## src/rtl/divider_pkg.sv

```systemverilog
// Operation encodings, FSM state type and captured-operand record for the RV32M divider.
// The DIV_OP macros live here too so the core's decoder and this unit share one encoding.
`ifndef DIV_OP_WIDTH
`define DIV_OP_WIDTH 2
`define DIV_OP_DIV   2'b00
`define DIV_OP_DIVU  2'b01
`define DIV_OP_REM   2'b10
`define DIV_OP_REMU  2'b11
`endif

package divider_pkg;

   localparam int DIV_OP_WIDTH = `DIV_OP_WIDTH;

   localparam logic [DIV_OP_WIDTH-1:0] OP_DIV  = `DIV_OP_DIV;
   localparam logic [DIV_OP_WIDTH-1:0] OP_DIVU = `DIV_OP_DIVU;
   localparam logic [DIV_OP_WIDTH-1:0] OP_REM  = `DIV_OP_REM;
   localparam logic [DIV_OP_WIDTH-1:0] OP_REMU = `DIV_OP_REMU;

   typedef enum logic [2:0] {
      IDLE  = 3'b001,
      CALC  = 3'b010,
      READY = 3'b100
   } state_e;

   typedef struct packed {
      logic        is_rem;
      logic        dividend_neg;
      logic        divisor_neg;
      logic        div_by_zero;
      logic [31:0] dividend_raw;
   } div_ctl_t;

   function automatic logic [31:0] neg_if(input logic neg, input logic [31:0] val);
      return neg ? (~val + 32'd1) : val;
   endfunction

endpackage

```

## src/rtl/divider.sv

```systemverilog
// Restoring shift-subtract divider for DIV/DIVU/REM/REMU, one quotient bit per clock.
// ready pulses 34 clocks after valid is sampled; new requests are ignored until back in IDLE with ready low.
module divider
   import divider_pkg::*;
(
   input  logic                    clk,
   input  logic                    reset,
   input  logic [31:0]             dividend,
   input  logic [31:0]             divisor,
   input  logic [DIV_OP_WIDTH-1:0] DIVop,
   input  logic                    valid,
   output logic [31:0]             result,
   output logic                    ready
);

   localparam int IDLE_BIT  = 0;
   localparam int CALC_BIT  = 1;
   localparam int READY_BIT = 2;

   state_e      state;
   state_e      state_nxt;
   div_ctl_t    ctl;
   logic [31:0] divisor_abs;
   logic [31:0] quo_shift;
   logic [31:0] rem;
   logic [32:0] rem_trial;
   logic [4:0]  count;

   logic        start;
   logic        cap_signed;
   logic        cap_dividend_neg;
   logic        cap_divisor_neg;
   logic [31:0] quo_final;
   logic [31:0] rem_final;

   // ready is still high on the first IDLE cycle after READY, which blocks an immediate restart
   assign start = state[IDLE_BIT] & valid & ~ready;

   assign cap_signed       = (DIVop == OP_DIV) || (DIVop == OP_REM);
   assign cap_dividend_neg = cap_signed & dividend[31];
   assign cap_divisor_neg  = cap_signed & divisor[31];

   // quo_shift starts as |dividend| and fills with quotient bits from the right as dividend bits leave
   assign rem_trial = {rem, quo_shift[31]} - {1'b0, divisor_abs};

   assign quo_final = ctl.div_by_zero ? 32'hFFFF_FFFF
                                      : neg_if(ctl.dividend_neg ^ ctl.divisor_neg, quo_shift);
   assign rem_final = ctl.div_by_zero ? ctl.dividend_raw
                                      : neg_if(ctl.dividend_neg, rem);

   always_ff @(posedge clk) begin
      if (reset) begin
         state <= IDLE;
      end else begin
         state <= state_nxt;
      end
   end

   always_comb begin
      state_nxt = state;
      case (state)
         IDLE:    if (start) state_nxt = CALC;
         CALC:    if (count == 5'd31) state_nxt = READY;
         READY:   state_nxt = IDLE;
         default: state_nxt = IDLE;
      endcase
   end

   always_ff @(posedge clk) begin
      if (reset) begin
         ready       <= 1'b0;
         result      <= '0;
         count       <= '0;
         ctl         <= '0;
         divisor_abs <= '0;
         quo_shift   <= '0;
         rem         <= '0;
      end else begin
         ready <= 1'b0;
         if (start) begin
            ctl.is_rem       <= (DIVop == OP_REM) || (DIVop == OP_REMU);
            ctl.dividend_neg <= cap_dividend_neg;
            ctl.divisor_neg  <= cap_divisor_neg;
            ctl.div_by_zero  <= (divisor == 32'd0);
            ctl.dividend_raw <= dividend;
            quo_shift        <= neg_if(cap_dividend_neg, dividend);
            divisor_abs      <= neg_if(cap_divisor_neg, divisor);
            rem              <= '0;
            count            <= '0;
         end else if (state[CALC_BIT]) begin
            quo_shift <= {quo_shift[30:0], ~rem_trial[32]};
            rem       <= rem_trial[32] ? {rem[30:0], quo_shift[31]} : rem_trial[31:0];
            count     <= count + 5'd1;
         end else if (state[READY_BIT]) begin
            result <= ctl.is_rem ? rem_final : quo_final;
            ready  <= 1'b1;
         end
      end
   end

endmodule

```

## config.mk

```make
export PLATFORM = sky130hd
export DESIGN_NAME = divider
export DESIGN_NICKNAME = d
export VERILOG_FILES = /design/src/rtl/divider_pkg.sv /design/src/rtl/divider.sv
export SDC_FILE = /design/constraint.sdc
export NUM_CORES = 1
export LEC_CHECK = 0
export BUFFER_PORTS_ARGS = -buffer_cell sky130_fd_sc_hd__buf_2
export CORE_MARGIN = 10
export CORE_UTILIZATION = 50
export CTS_BUF_LIST = sky130_fd_sc_hd__clkbuf_2 sky130_fd_sc_hd__clkbuf_4 sky130_fd_sc_hd__clkbuf_8
export CTS_CLUSTER_SIZE = 10
export DETAILED_ROUTE_END_ITERATION = 7
export PLACE_DENSITY = 0.69
export SETUP_SLACK_MARGIN = 0.05
export SYNTH_ARGS = -nofsm -noshare
export SYNTH_HDL_FRONTEND = slang
export SYNTH_SLANG_ARGS = --single-unit
```

## constraint.sdc

```tcl
create_clock -name clk -period 5.4 [get_ports clk]
set_input_delay 1.08 -clock clk [delete_from_list [all_inputs] [get_ports clk]]
set_output_delay 1.08 -clock clk [all_outputs]
set_load 0.005 [all_outputs]
```

**Yosys cells after proc, flatten, opt, wreduce, memory -nomap -nowiden**

Index checks and enable logic that the tools add are counted.

- Register bits after elaboration: 173
- Bits in latches: 0
- RAM bits: 0
- Memory bits (read-only): 0
- Bits of input ports: 69
- Logic and storage cells: 61
- Memories: 0

- Add/sub/neg operators: 6
- Multipliers: 0
- Divide/modulo/power cells: 0
- $lt $le $gt $ge: 0
- Equality and inequality tests: 7
- Shift operators: 0
- Muxes and demuxes: 14
- Bitwise gates (word level): 13
- Reductions and logical operators: 9

Operator list:

| cell | count |
|---|---|
| 2-to-1 mux 32 bit | 10 |
| adder 32 x 1 -> 32 bit (second input constant) | 4 |
| NOT 32 bit | 4 |
| subtractor 33 x 32 -> 33 bit | 1 |
| zero test 32 bit | 1 |
| 2-to-1 mux 3 bit | 2 |
| one-hot mux 3 bit (2 select lines) | 1 |
| adder 5 x 1 -> 5 bit (second input constant) | 1 |
| equality test 5 bit (second input constant) | 1 |
| AND 1 bit | 4 |
| equality test 2 bit (second input constant) | 2 |
| != test 2 bit (second input constant) | 2 |
| NOT 1 bit | 4 |
| equality test 3 x 1 -> 1 bit (second input constant) | 1 |
| equality test 3 x 2 -> 1 bit (second input constant) | 1 |
| AND reduction 3 bit | 1 |
| OR reduction 3 bit | 1 |
| zero test 2 bit | 1 |
| logical OR 1 bit | 2 |
| AND reduction 2 bit | 1 |
| nonzero test 2 bit | 1 |
| OR reduction 2 bit | 1 |
| 2-to-1 mux 1 bit | 1 |
| bitwise XOR 1 bit | 1 |

**Logic depth before layout (Yosys ltp)**

- Word-level depth: 5
- Gate-level depth with buffers: 13
- Gate-level depth less buffers: 12

**Worst setup path after synthesis**

No wires, ideal clock.

- Path type: input to register
- From: in divisor[10]
- To: reg divisor_abs[30]
- Arrival time: 3.078 ns
- Path slack: 2.190 ns
- Stages: 8
- Buffers on the path: 0
- Cell sequence: or4_1 or3_1 nor3_1 and2_1 nand4b_1 o31ai_1 xor2_1 o22ai_1

- Cells in the longest elaborated chain, start to end: 3

RTL lines:

| element | line | text |
|---|---|---|
| from (decl) | divider.sv:9 | `input logic [31:0] divisor,` |
| NOT 32 bit | divider_pkg.sv:35 | `return neg ? (~val + 32'd1) : val;` |
| adder 32 x 1 -> 32 bit | divider_pkg.sv:35 |  |
| 2-to-1 mux 32 bit | divider_pkg.sv:35 |  |
| to (signal assigned) | divider.sv:87 | `divisor_abs <= neg_if(cap_divisor_neg, divisor);` |
| to (decl) | divider.sv:23 | `logic [31:0] divisor_abs;` |

Every way passes these cells.
A chain may end at the register's enable or synchronous reset.

**Worst setup path in the final report**

- From: reg rem[22]
- To: reg rem[25]

- Cells in the longest elaborated chain, start to end: 2

RTL lines:

| element | line | text |
|---|---|---|
| from (decl) | divider.sv:25 | `logic [31:0] rem;` |
| from (signal assigned) | divider.sv:92 | `rem <= rem_trial[32] ? {rem[30:0], quo_shift[31]} : rem_trial[31:0];` |
| subtractor 33 x 32 -> 33 bit | divider.sv:44 | `assign rem_trial = {rem, quo_shift[31]} - {1'b0, divisor_abs};` |
| 2-to-1 mux 32 bit | divider.sv:92 |  |

Every way passes these cells.

==> results_dict.tcl <==
set metrics [dict create \
    outcome "finished, final reports clean" \
    ant_nets 0 \
    ys_async_sr_fraction_pct 0 \
    p_leak_uw 0.00491 \
    die_h_um 172 \
    synth_enable_flop_cells 0 \
    root_buffer "clkbuf_8" \
    hold_depth 2 \
    vias 10900 \
    final_cells 1837 \
    wirelength_um 32900 \
    yosysMostFrequentCell "nand2_1" \
    regArea_sq_um 3470 \
    maxCapViolCount 0 \
    hold_viol 0 \
    clk_pin_slew_ns 0.12 \
    critPathMaxFanout 19 \
    worstSetupStartpointType "register" \
    cts_buffers 17 \
    synth_nets 1612 \
    place_hpwl_um 23700 \
    worst_slew_pin_slew_ns 1.14 \
    syn_to_final_growth_pct 8.95 \
    io_pins 102 \
    grt_max_degree 101 \
    overflow 0 \
    grtUsageTotal_pct 22.5 \
    synth_seq_cells 173 \
    r2r_setup_slack_ns 1.60 \
    avgSynthCellArea_sq_um 7.64 \
    place_area_sq_um 12100 \
    tns_ns 0 \
    ys_top_cells_by_area "dfxtp_1, a21oi_1, nand2_1" \
    hold_end "result[13]" \
    first_global_vias 10300 \
    vias_per_cell 5.93 \
    yosysWarnings 0 \
    antenna_cells 0 \
    ys.flop_type "dfxtp_1" \
    r2r_cells 11 \
    startpoint "rem[22]" \
    num_rows 55 \
    first_pass_iters 7 \
    worstPathArrival_ns 4.11 \
    tritoncts "built" \
    fin_nets 1647 \
    period_needed_ns 3.80 \
    post-route-period-util_pct 70.4 \
    dieArea_sq_um 29400 \
    power_density_nw_per_um2 272 \
    htree_levels 4 \
    antenna_found_initial 0 \
    crit_type "register to register" \
    yosysSeqAreaShare_pct 30.2 \
    synth_top_area_share_pct 30.2 \
    hp-class "register to register" \
    hp-start "result[13]" \
    whs_ns 0.454 \
    r2r-start "rem[22]" \
    yosys.area.top_type "dfxtp_1" \
    synth_cells 1504 \
    multi_input_area_sq_um 7460 \
    gp_congestion 0.939 \
    wl_per_cell_um 17.9 \
    nFillCells 2162 \
    syn_area_sq_um 11500 \
    r2r-end "rem[25]" \
    clock_sinks 173 \
    required_ns 5.71 \
    rsz0062_at_grt "no" \
    cts_resized 0 \
    chipWidth_um 172 \
    start_util_pct 50.7 \
    drc_errors 0 \
    yosys-top-cells-count "nand2_1, dfxtp_1, a21oi_1" \
    design_area_sq_um 12500 \
    grt_pass1_wl_um 54100 \
    final_max_slew_viol_count 0 \
    worst_ir_drop_vdd_uv 170 \
    postCtsSetupBuffers 0 \
    coreArea_sq_um 22600 \
    cts_max_path_buffers 2 \
    cp-end-kind "register" \
    synthDistinctLibCells 69 \
    ctsHoldBuffers 0 \
    portBuffers 101 \
    drive_above_1_share_pct 11.3 \
    setup_violations 0 \
    clock_latency_ns 0.49 \
    first_iter_violations 1006 \
    place_inst 1805 \
    fin_skew_ns 0.0219 \
    fmax_ghz 0.263 \
    slew_headroom_pct 23.9 \
]
[worst max path at each step]
stage,endpoint,cells after the start,slack [ns]
floorplan,divisor_abs[30],8,2.19
finish,rem[25],11,1.60
CTS,rem[25],11,1.65
global route,rem[25],11,1.25
detailed placement,quo_shift[25],10,1.45
global placement,quo_shift[25],10,1.61
[metrics by stage]
| stage | worst slack, ns | power (uW) | utilization (%) |
|---|---|---|---|
| 2_1_floorplan | 2.19 | 2230 | - |
| 3_3_place_gp | 1.61 | 2470 | 53.4 |
| 3_5_place_dp | 1.45 | 2480 | 53.4 |
| 4_1_cts | 1.65 | 3420 | 55.3 |
| 5_1_grt | 1.25 | 3610 | 55.3 |
| 6_report | 1.60 | 3410 | 55.3 |
[registers in the layout (all words and copies together) (netlist names)]
name / flops
ctl: 36
divisor_abs: 32
quo_shift: 32
rem: 32
result: 32
count: 5
state: 3
ready: 1
[worst max-delay path, cell delays in order (launching register included)]
cell	delay, ns
dfxtp_1	0.50
ha_1	0.37
a21oi_1	0.22
o21ai_0	0.21
a311oi_1	0.35
o21ai_1	0.12
o21ai_1	0.30
nand2_2	0.20
xor2_4	0.66
buf_4	0.39
mux2i_1	0.23
a211oi_1	0.09
[final cells by class]
class,count,share of cell area [%]
Sequential cell,173,27.7
Clock inverter,14,1.38
Clock buffer,18,1.93
Multi-Input combinational cell,1177,59.6
Inverter,55,1.65
Tap cell,285,2.85
Timing Repair Buffer,115,4.90
[metal layers]
layer	vias to the layer above	GRT usage (%)	routed length (um)	part of all wire (%)
li1	5468	-	-	-
met1	5098	31.4	16000	49
met2	300	35.4	14900	45
met3	36	3.37	1460	4.5
met4	0	5.78	485	1.5
met5	-	0	0	0
[cell families (layout without fill, tap and decap cells)]
group / count (synthesis) / count (layout) / share of synthesized area (%)
AO/OA/AOI/OAI: 457 / 457 / 24.9
XOR/XNOR: 147 / 147 / 11.3
adder cells (fa/ha/maj): 39 / 39 / 4.31
multiplexers: 60 / 60 / 5.25
flip-flops: 173 / 173 / 30.2
buffers and inverters: 154 / 202 / 5.12
AND/OR/NAND/NOR: 474 / 474 / 19.0
[cells in the final DEF (no fill, tap or decap), drive strengths merged, types with 18 or more instances in the layout]
cell type and instances:
nand2 186, dfxtp 173, a21oi 173, nor2 136
buf 115, o21ai 97, xor2 75, xnor2 72
inv 60, mux2i 58, a211oi 53, ha 38
nor3 28, o221ai 26, or3 24, nand3 19
o31ai 18, clkbuf 18
[power by group]
part / internal (uW) / total [uW] / leakage (uW) / switching [uW]
Sequential: 1350 / 1430 / 0.00142 / 83.6
Combinational: 422 / 1040 / 0.00329 / 616
Clock: 358 / 937 / 0.000206 / 579
No activity file was read; power rests on OpenSTA's default activity.
